File: src/rtl/stream_config_decoder.sv
// stream_config_decoder
//
// Slave end of the config write bus. Register writes at BASE_ADDR update a
// staged tuple {in_select, out_select, data_type}. A COMMIT write pushes the
// staged tuple into a small FIFO. The FIFO head is presented on three
// independent ready/valid channels. The head is popped once every channel
// has taken it.
//
// Register map (byte offsets from BASE_ADDR):
//   0x00 IN_SEL, 0x08 OUT_SEL, 0x10 DATA_TYPE, 0x18 COMMIT, 0x20 CLEAR
//
// Ports:
//   clk, rst                  clock, asynchronous active-high reset
//   conf_addr/data/valid      config write bus, no backpressure
//   stream_conf_in_select_*   in_select channel (data, valid out; ready in)
//   stream_conf_out_select_*  out_select channel
//   stream_conf_data_type_*   data_type channel
//   pending                   number of tuples in the FIFO
//   overflow                  sticky, a commit was dropped
//   range_err                 sticky, a select write was >= NUM_SELECT
//   drop_count                dropped commits, saturating
module stream_config_decoder #(
  parameter int unsigned NUM_SELECT  = 4,  // must be >= 2
  parameter int unsigned BASE_ADDR   = 0,
  parameter int unsigned QUEUE_DEPTH = 4,  // power of two, >= 2
  parameter int unsigned ADDR_BITS   = 32,
  parameter int unsigned DATA_BITS   = 32,
  parameter int unsigned TYPE_BITS   = 4,
  localparam int unsigned SEL_W      = $clog2(NUM_SELECT),
  localparam int unsigned CNT_W      = $clog2(QUEUE_DEPTH + 1)
) (
  input  logic                 clk,
  input  logic                 rst,

  input  logic [ADDR_BITS-1:0] conf_addr,
  input  logic [DATA_BITS-1:0] conf_data,
  input  logic                 conf_valid,

  output logic [SEL_W-1:0]     stream_conf_in_select_data,
  output logic                 stream_conf_in_select_valid,
  input  logic                 stream_conf_in_select_ready,

  output logic [SEL_W-1:0]     stream_conf_out_select_data,
  output logic                 stream_conf_out_select_valid,
  input  logic                 stream_conf_out_select_ready,

  output logic [TYPE_BITS-1:0] stream_conf_data_type_data,
  output logic                 stream_conf_data_type_valid,
  input  logic                 stream_conf_data_type_ready,

  output logic [CNT_W-1:0]     pending,
  output logic                 overflow,
  output logic                 range_err,
  output logic [31:0]          drop_count
);

  localparam int unsigned PTR_W = $clog2(QUEUE_DEPTH);

  localparam logic [ADDR_BITS-1:0] OFF_IN_SEL    = ADDR_BITS'(32'h00);
  localparam logic [ADDR_BITS-1:0] OFF_OUT_SEL   = ADDR_BITS'(32'h08);
  localparam logic [ADDR_BITS-1:0] OFF_DATA_TYPE = ADDR_BITS'(32'h10);
  localparam logic [ADDR_BITS-1:0] OFF_COMMIT    = ADDR_BITS'(32'h18);
  localparam logic [ADDR_BITS-1:0] OFF_CLEAR     = ADDR_BITS'(32'h20);

  // Staged fields
  logic [SEL_W-1:0]     in_sel_q, in_sel_d;
  logic [SEL_W-1:0]     out_sel_q, out_sel_d;
  logic [TYPE_BITS-1:0] dtype_q, dtype_d;

  // Status
  logic                 overflow_q, overflow_d;
  logic                 range_err_q, range_err_d;
  logic [31:0]          drop_count_q, drop_count_d;

  // FIFO storage and pointers
  logic [SEL_W-1:0]     in_mem_q    [QUEUE_DEPTH];
  logic [SEL_W-1:0]     out_mem_q   [QUEUE_DEPTH];
  logic [TYPE_BITS-1:0] dtype_mem_q [QUEUE_DEPTH];
  logic [PTR_W-1:0]     wr_ptr_q, wr_ptr_d;
  logic [PTR_W-1:0]     rd_ptr_q, rd_ptr_d;
  logic [CNT_W-1:0]     count_q, count_d;

  // Per-channel "head already accepted" bits: [0] in, [1] out, [2] type
  logic [2:0]           taken_q, taken_d;

  // Decode
  logic [ADDR_BITS-1:0] offset;
  logic                 wr_in_sel, wr_out_sel, wr_dtype, wr_commit, wr_clear;
  logic                 sel_in_range;

  // FIFO control
  logic                 empty, full, push, pop, drop;
  logic [2:0]           valid_vec, ready_vec, hs_vec;

  // Wrapping subtraction: addresses below BASE_ADDR land far above 0x20.
  assign offset       = conf_addr - ADDR_BITS'(BASE_ADDR);
  assign wr_in_sel    = conf_valid && (offset == OFF_IN_SEL);
  assign wr_out_sel   = conf_valid && (offset == OFF_OUT_SEL);
  assign wr_dtype     = conf_valid && (offset == OFF_DATA_TYPE);
  assign wr_commit    = conf_valid && (offset == OFF_COMMIT);
  assign wr_clear     = conf_valid && (offset == OFF_CLEAR);
  assign sel_in_range = conf_data < DATA_BITS'(NUM_SELECT);

  assign empty     = (count_q == '0);
  assign full      = (count_q == CNT_W'(QUEUE_DEPTH));
  // valid is purely registered state; it never looks at ready.
  assign valid_vec = {3{!empty}} & ~taken_q;
  assign ready_vec = {stream_conf_data_type_ready,
                      stream_conf_out_select_ready,
                      stream_conf_in_select_ready};
  assign hs_vec    = valid_vec & ready_vec;
  // Pop once every channel has taken the head, including handshakes this cycle.
  assign pop       = !empty && (&(taken_q | hs_vec));
  // A full FIFO still accepts a commit when the head leaves on the same edge.
  assign push      = wr_commit && (!full || pop);
  assign drop      = wr_commit && !push;

  always_comb begin
    in_sel_d     = in_sel_q;
    out_sel_d    = out_sel_q;
    dtype_d      = dtype_q;
    overflow_d   = overflow_q;
    range_err_d  = range_err_q;
    drop_count_d = drop_count_q;

    if (wr_in_sel) begin
      if (sel_in_range) in_sel_d = conf_data[SEL_W-1:0];
      else              range_err_d = 1'b1;
    end
    if (wr_out_sel) begin
      if (sel_in_range) out_sel_d = conf_data[SEL_W-1:0];
      else              range_err_d = 1'b1;
    end
    if (wr_dtype) begin
      dtype_d = conf_data[TYPE_BITS-1:0];
    end
    if (drop) begin
      overflow_d = 1'b1;
      if (drop_count_q != '1) drop_count_d = drop_count_q + 32'd1;
    end
    if (wr_clear) begin
      overflow_d   = 1'b0;
      range_err_d  = 1'b0;
      drop_count_d = '0;
    end
  end

  always_comb begin
    wr_ptr_d = wr_ptr_q;
    rd_ptr_d = rd_ptr_q;
    taken_d  = taken_q | hs_vec;
    if (push) wr_ptr_d = wr_ptr_q + PTR_W'(1);
    if (pop) begin
      rd_ptr_d = rd_ptr_q + PTR_W'(1);
      taken_d  = '0;
    end
    count_d = count_q + CNT_W'(push) - CNT_W'(pop);
  end

  always_ff @(posedge clk or posedge rst) begin
    if (rst) begin
      in_sel_q     <= '0;
      out_sel_q    <= '0;
      dtype_q      <= '0;
      overflow_q   <= 1'b0;
      range_err_q  <= 1'b0;
      drop_count_q <= '0;
      wr_ptr_q     <= '0;
      rd_ptr_q     <= '0;
      count_q      <= '0;
      taken_q      <= '0;
    end else begin
      in_sel_q     <= in_sel_d;
      out_sel_q    <= out_sel_d;
      dtype_q      <= dtype_d;
      overflow_q   <= overflow_d;
      range_err_q  <= range_err_d;
      drop_count_q <= drop_count_d;
      wr_ptr_q     <= wr_ptr_d;
      rd_ptr_q     <= rd_ptr_d;
      count_q      <= count_d;
      taken_q      <= taken_d;
    end
  end

  always_ff @(posedge clk or posedge rst) begin
    if (rst) begin
      for (int i = 0; i < QUEUE_DEPTH; i++) begin
        in_mem_q[i]    <= '0;
        out_mem_q[i]   <= '0;
        dtype_mem_q[i] <= '0;
      end
    end else if (push) begin
      in_mem_q[wr_ptr_q]    <= in_sel_q;
      out_mem_q[wr_ptr_q]   <= out_sel_q;
      dtype_mem_q[wr_ptr_q] <= dtype_q;
    end
  end

  assign stream_conf_in_select_data   = in_mem_q[rd_ptr_q];
  assign stream_conf_out_select_data  = out_mem_q[rd_ptr_q];
  assign stream_conf_data_type_data   = dtype_mem_q[rd_ptr_q];
  assign stream_conf_in_select_valid  = valid_vec[0];
  assign stream_conf_out_select_valid = valid_vec[1];
  assign stream_conf_data_type_valid  = valid_vec[2];

  assign pending    = count_q;
  assign overflow   = overflow_q;
  assign range_err  = range_err_q;
  assign drop_count = drop_count_q;

endmodule
File: config.mk
export PLATFORM = sky130hd
export DESIGN_NAME = stream_config_decoder
export DESIGN_NICKNAME = d
export VERILOG_FILES = /design/src/rtl/stream_config_decoder.sv
export SDC_FILE = /design/constraint.sdc
export NUM_CORES = 1
export LEC_CHECK = 0
export ABC_CLOCK_PERIOD_IN_PS = 3800
export CAP_MARGIN = 20
export CORE_MARGIN = 2
export CORE_UTILIZATION = 45
export CTS_BUF_LIST = sky130_fd_sc_hd__clkbuf_8
export DETAILED_ROUTE_END_ITERATION = 7
export PLACE_DENSITY = 0.78
export SYNTH_ARGS = -nofsm -noshare
export SYNTH_HDL_FRONTEND = slang
export SYNTH_SLANG_ARGS = --single-unit
File: constraint.sdc
create_clock -name clk -period 3.8 [get_ports clk]
set_input_delay 0.76 -clock clk [delete_from_list [all_inputs] [get_ports clk]]
set_output_delay 0.76 -clock clk [all_outputs]
set_load 0.02 [all_outputs]
==> out/qor.csv <==
metric,value,unit
Slew @ Worst Pin,0.646,ns
leading area contributor after synthesis,dfrtp_1,
Int Pwr,1.44,mW
Switch Pwr,0.666,mW
WL final,10.4,mm
Initial Utilization,45.7,%
area of the multi-input gates,2220,um2
Finished Layout Cells,645,
Placer Congestion,0.886,
CP Launch Type,primary input,
Site Rows,36,
final setup TNS,0,ns
Routed wire per std cell,16.2,um
Worst VDD drop,0.000262,V
vias in the first global route,3490,
CTS resizes,0,
die footprint,10600,um2
Avg Inst Size Synth,11.5,um2
# setup viols final,0,
total of max-cap violations,0,
postcts setup bufs,0,
clock-pin slew on the worst setup and hold paths,0.10,ns
max-slew violation count,0,
Cell variety after synth,43,
core area,9640,um2
DP HPWL,7.69,mm
Yosys top cell area share,47.8,%
overall power,2.11,mW
Syn-to-layout area delta,35.2,%
Reg area,2100,um2
"Seq/Total Area, Yosys",47.8,%
Die X,103,um
synthesized area,4400,um2
area post-placement,5760,um2
Ys Warns,0,
final instance area,5950,um2
Nets,585,
CP max stage cell,clkdlybuf4s50_1,
H-tree levels,3,
worst-path cell chain,clkdlybuf4s50_1 -> nor4_4 -> nand4_4 -> nor2_1 -> nand3b_1 -> ha_1 -> inv_1 -> ha_1 -> inv_1 -> fa_1 -> xnor2_1 -> xnor2_1,
number of diodes,0,
DRC Markers,0,
clock skew,0.00879,ns
layout cells sized above 1,16.6,%
largest net degree at the start of global routing,85,
Syn Inst Count,383,
IO Count,118,
GRT overflow,0,
outcome,completed,
iteration-0 DRC count of the detailed router,142,
ANT nets after route,0,
hold_buf cts,0,
Post-Syn Nets,461,
GRT Total Usage,20.4,%
worst path arrival time,3.37,ns
Die Height,103,um
placed cells,629,
initial antenna violation count,0,
worst skew pair latency,0.36,ns
Slew HR,56.5,%
Clk pwr share,29.8,%
Fillers,793,
Port Buffer Count,117,
Setup CP Type,in2reg,
final period utilization,81.3,%
Static Leak,2.58,nW
Fin. Hold Viols,0,
CTS Sinks,84,
sw frac,31.6,%
clock buffer depth,2,
Synth Register Bits,84,
crit path time final,3.09,ns
RSZ-0062 raised after global routing,no,
Hold Path Class,reg2reg,
Comb power frac,21.1,%
first-pass GRT wire length,16.8,mm
Worst Path Max Fanout,5,
total number of vias,3531,
WP data required,4.08,ns
synth top area cells,"dfrtp_1, mux2_2, xor2_1",
CTS root buf,clkbuf_8,
CP endpoint kind,flip-flop,
power density cells,355,nW/um2
drt via density,5.47,
CP max stage delay,0.47,ns
CTS tree,built,
fmax,0.324,GHz
Num CTS Buffers,9,
Sequential Power Share,49.1,%
iteration count of the initial detailed-routing pass,5,
==> cell families after synthesis <==
kind of cell	synth area share, %
simple gates	25.0
flops	47.8
mux	14.6
xor+xnor	6.77
buf+inv	1.68
compound gates	1.82
fa+ha+maj	2.45
==> per-layer routing <==
| layer | part of all wire (%) | up-vias | global-route usage [%] | wire [um] |
|---|---|---|---|---|
| li1 | - | 1649 | - | - |
| met1 | 42 | 1740 | 25.7 | 4370 |
| met2 | 51 | 127 | 35.1 | 5310 |
| met3 | 6.0 | 15 | 4.47 | 628 |
| met4 | 1.4 | 0 | 6.58 | 147 |
| met5 | 0 | - | 0 | 0 |
==> synthesized netlist by cell type, drive strengths merged <==
master,n
or3,2
mux2,40
nand3,20
xnor2,11
mux4,8
nand4b,1
clkbuf,9
and2,3
o22ai,1
dfrtp,84
a41oi,1
mux2i,1
o21ai,2
o211ai,1
nor3,15
and3b,1
nand4bb,1
nand2,15
a21boi,1
nand3b,3
buf,2
and4,4
and3,8
inv,8
xor2,23
a21oi,7
nand4,24
nor4b,4
fa,1
and4b,1
nand2b,2
ha,7
or4,2
nor4,20
nor2,50
==> cells in the final DEF (no fill, tap or decap), types with 2 or more instances in the layout <==
cell type and instances:
a21oi_1 7, and2_1 2, and3_1 8, and4_1 4, buf_4 6, clkbuf_8 9
clkdlybuf4s50_1 117, clkinvlp_4 2, dfrtp_1 84, ha_1 7, inv_1 7, inv_6 2
inv_8 3, mux2_2 39, mux4_2 8, nand2_1 15, nand2b_1 2, nand3_1 20
nand3b_1 3, nand4_1 23, nor2_1 50, nor3_1 13, nor4_1 14, nor4_2 2
nor4_4 4, nor4b_4 3, o21ai_0 2, or3_1 2, or4_1 2, xnor2_1 11
xor2_1 23
==> worst max-delay path, delay by kind of cell <==
kind,cells,cell delay [ns]
xor gates and xnor gates,2,0.32
adders and majority gates,3,0.80
and+or+nand+nor,4,0.93
buffers and inverters,3,0.58
==> registers in the layout, indices dropped and copies added, names as in the netlist <==
register	count
overflow	1
in_mem_q	8
wr_ptr_q	2
dtype_mem_q	16
pending	3
drop_count	32
out_sel_q	2
out_mem_q	8
rd_ptr_q	2
taken_q	3
in_sel_q	2
dtype_q	4
range_err	1
==> power by group through the flow <==
stage               clock (mW)  sequential, mW  combinational [mW]
floorplan                    0            1.01               0.263
CTS                      0.641            1.04               0.454
finish                   0.628            1.04               0.446
global placement             0            1.05               0.436
global route             0.671            1.04               0.487
detailed placement           0            1.05               0.451
==> path summary, 6_finish.rpt <==
check                           slack (ns)           from  cells past startpoint            end
worst min register to register        0.50   out_mem_q[1]                      1   out_mem_q[1]
worst min-delay path                  0.50   out_mem_q[1]                      1   out_mem_q[1]
worst max register to register        1.33  drop_count[0]                      7  drop_count[7]
max in group asynchronous             2.64            rst                      3   out_sel_q[0]
min in group asynchronous             0.78            rst                      3  drop_count[5]
worst max-delay path                  0.71  conf_addr[16]                     12     pending[2]
==> area by class of cell <==
cell class / count / share of cell area (%)
multi-input cells: 280 / 37.4
flip-flops and latches: 84 / 35.3
repair buffers: 124 / 20.8
well taps: 133 / 2.80
clock buffers: 9 / 2.08
clock inverters: 7 / 1.11
inverters: 8 / 0.526
==> per-stage QoR <==
step / worst slack, ns / util, % / hold WS (ns)
after floorplan: 0.875 / - / 0.459
after global placement: 0.421 / 59.8 / 0.476
after detailed placement: 0.343 / 59.8 / 0.482
after CTS: 0.699 / 61.7 / 0.504
after global routing: 0.569 / 61.7 / 0.520
final: 0.710 / 61.7 / 0.498
No activity file was read; power rests on OpenSTA's default activity.
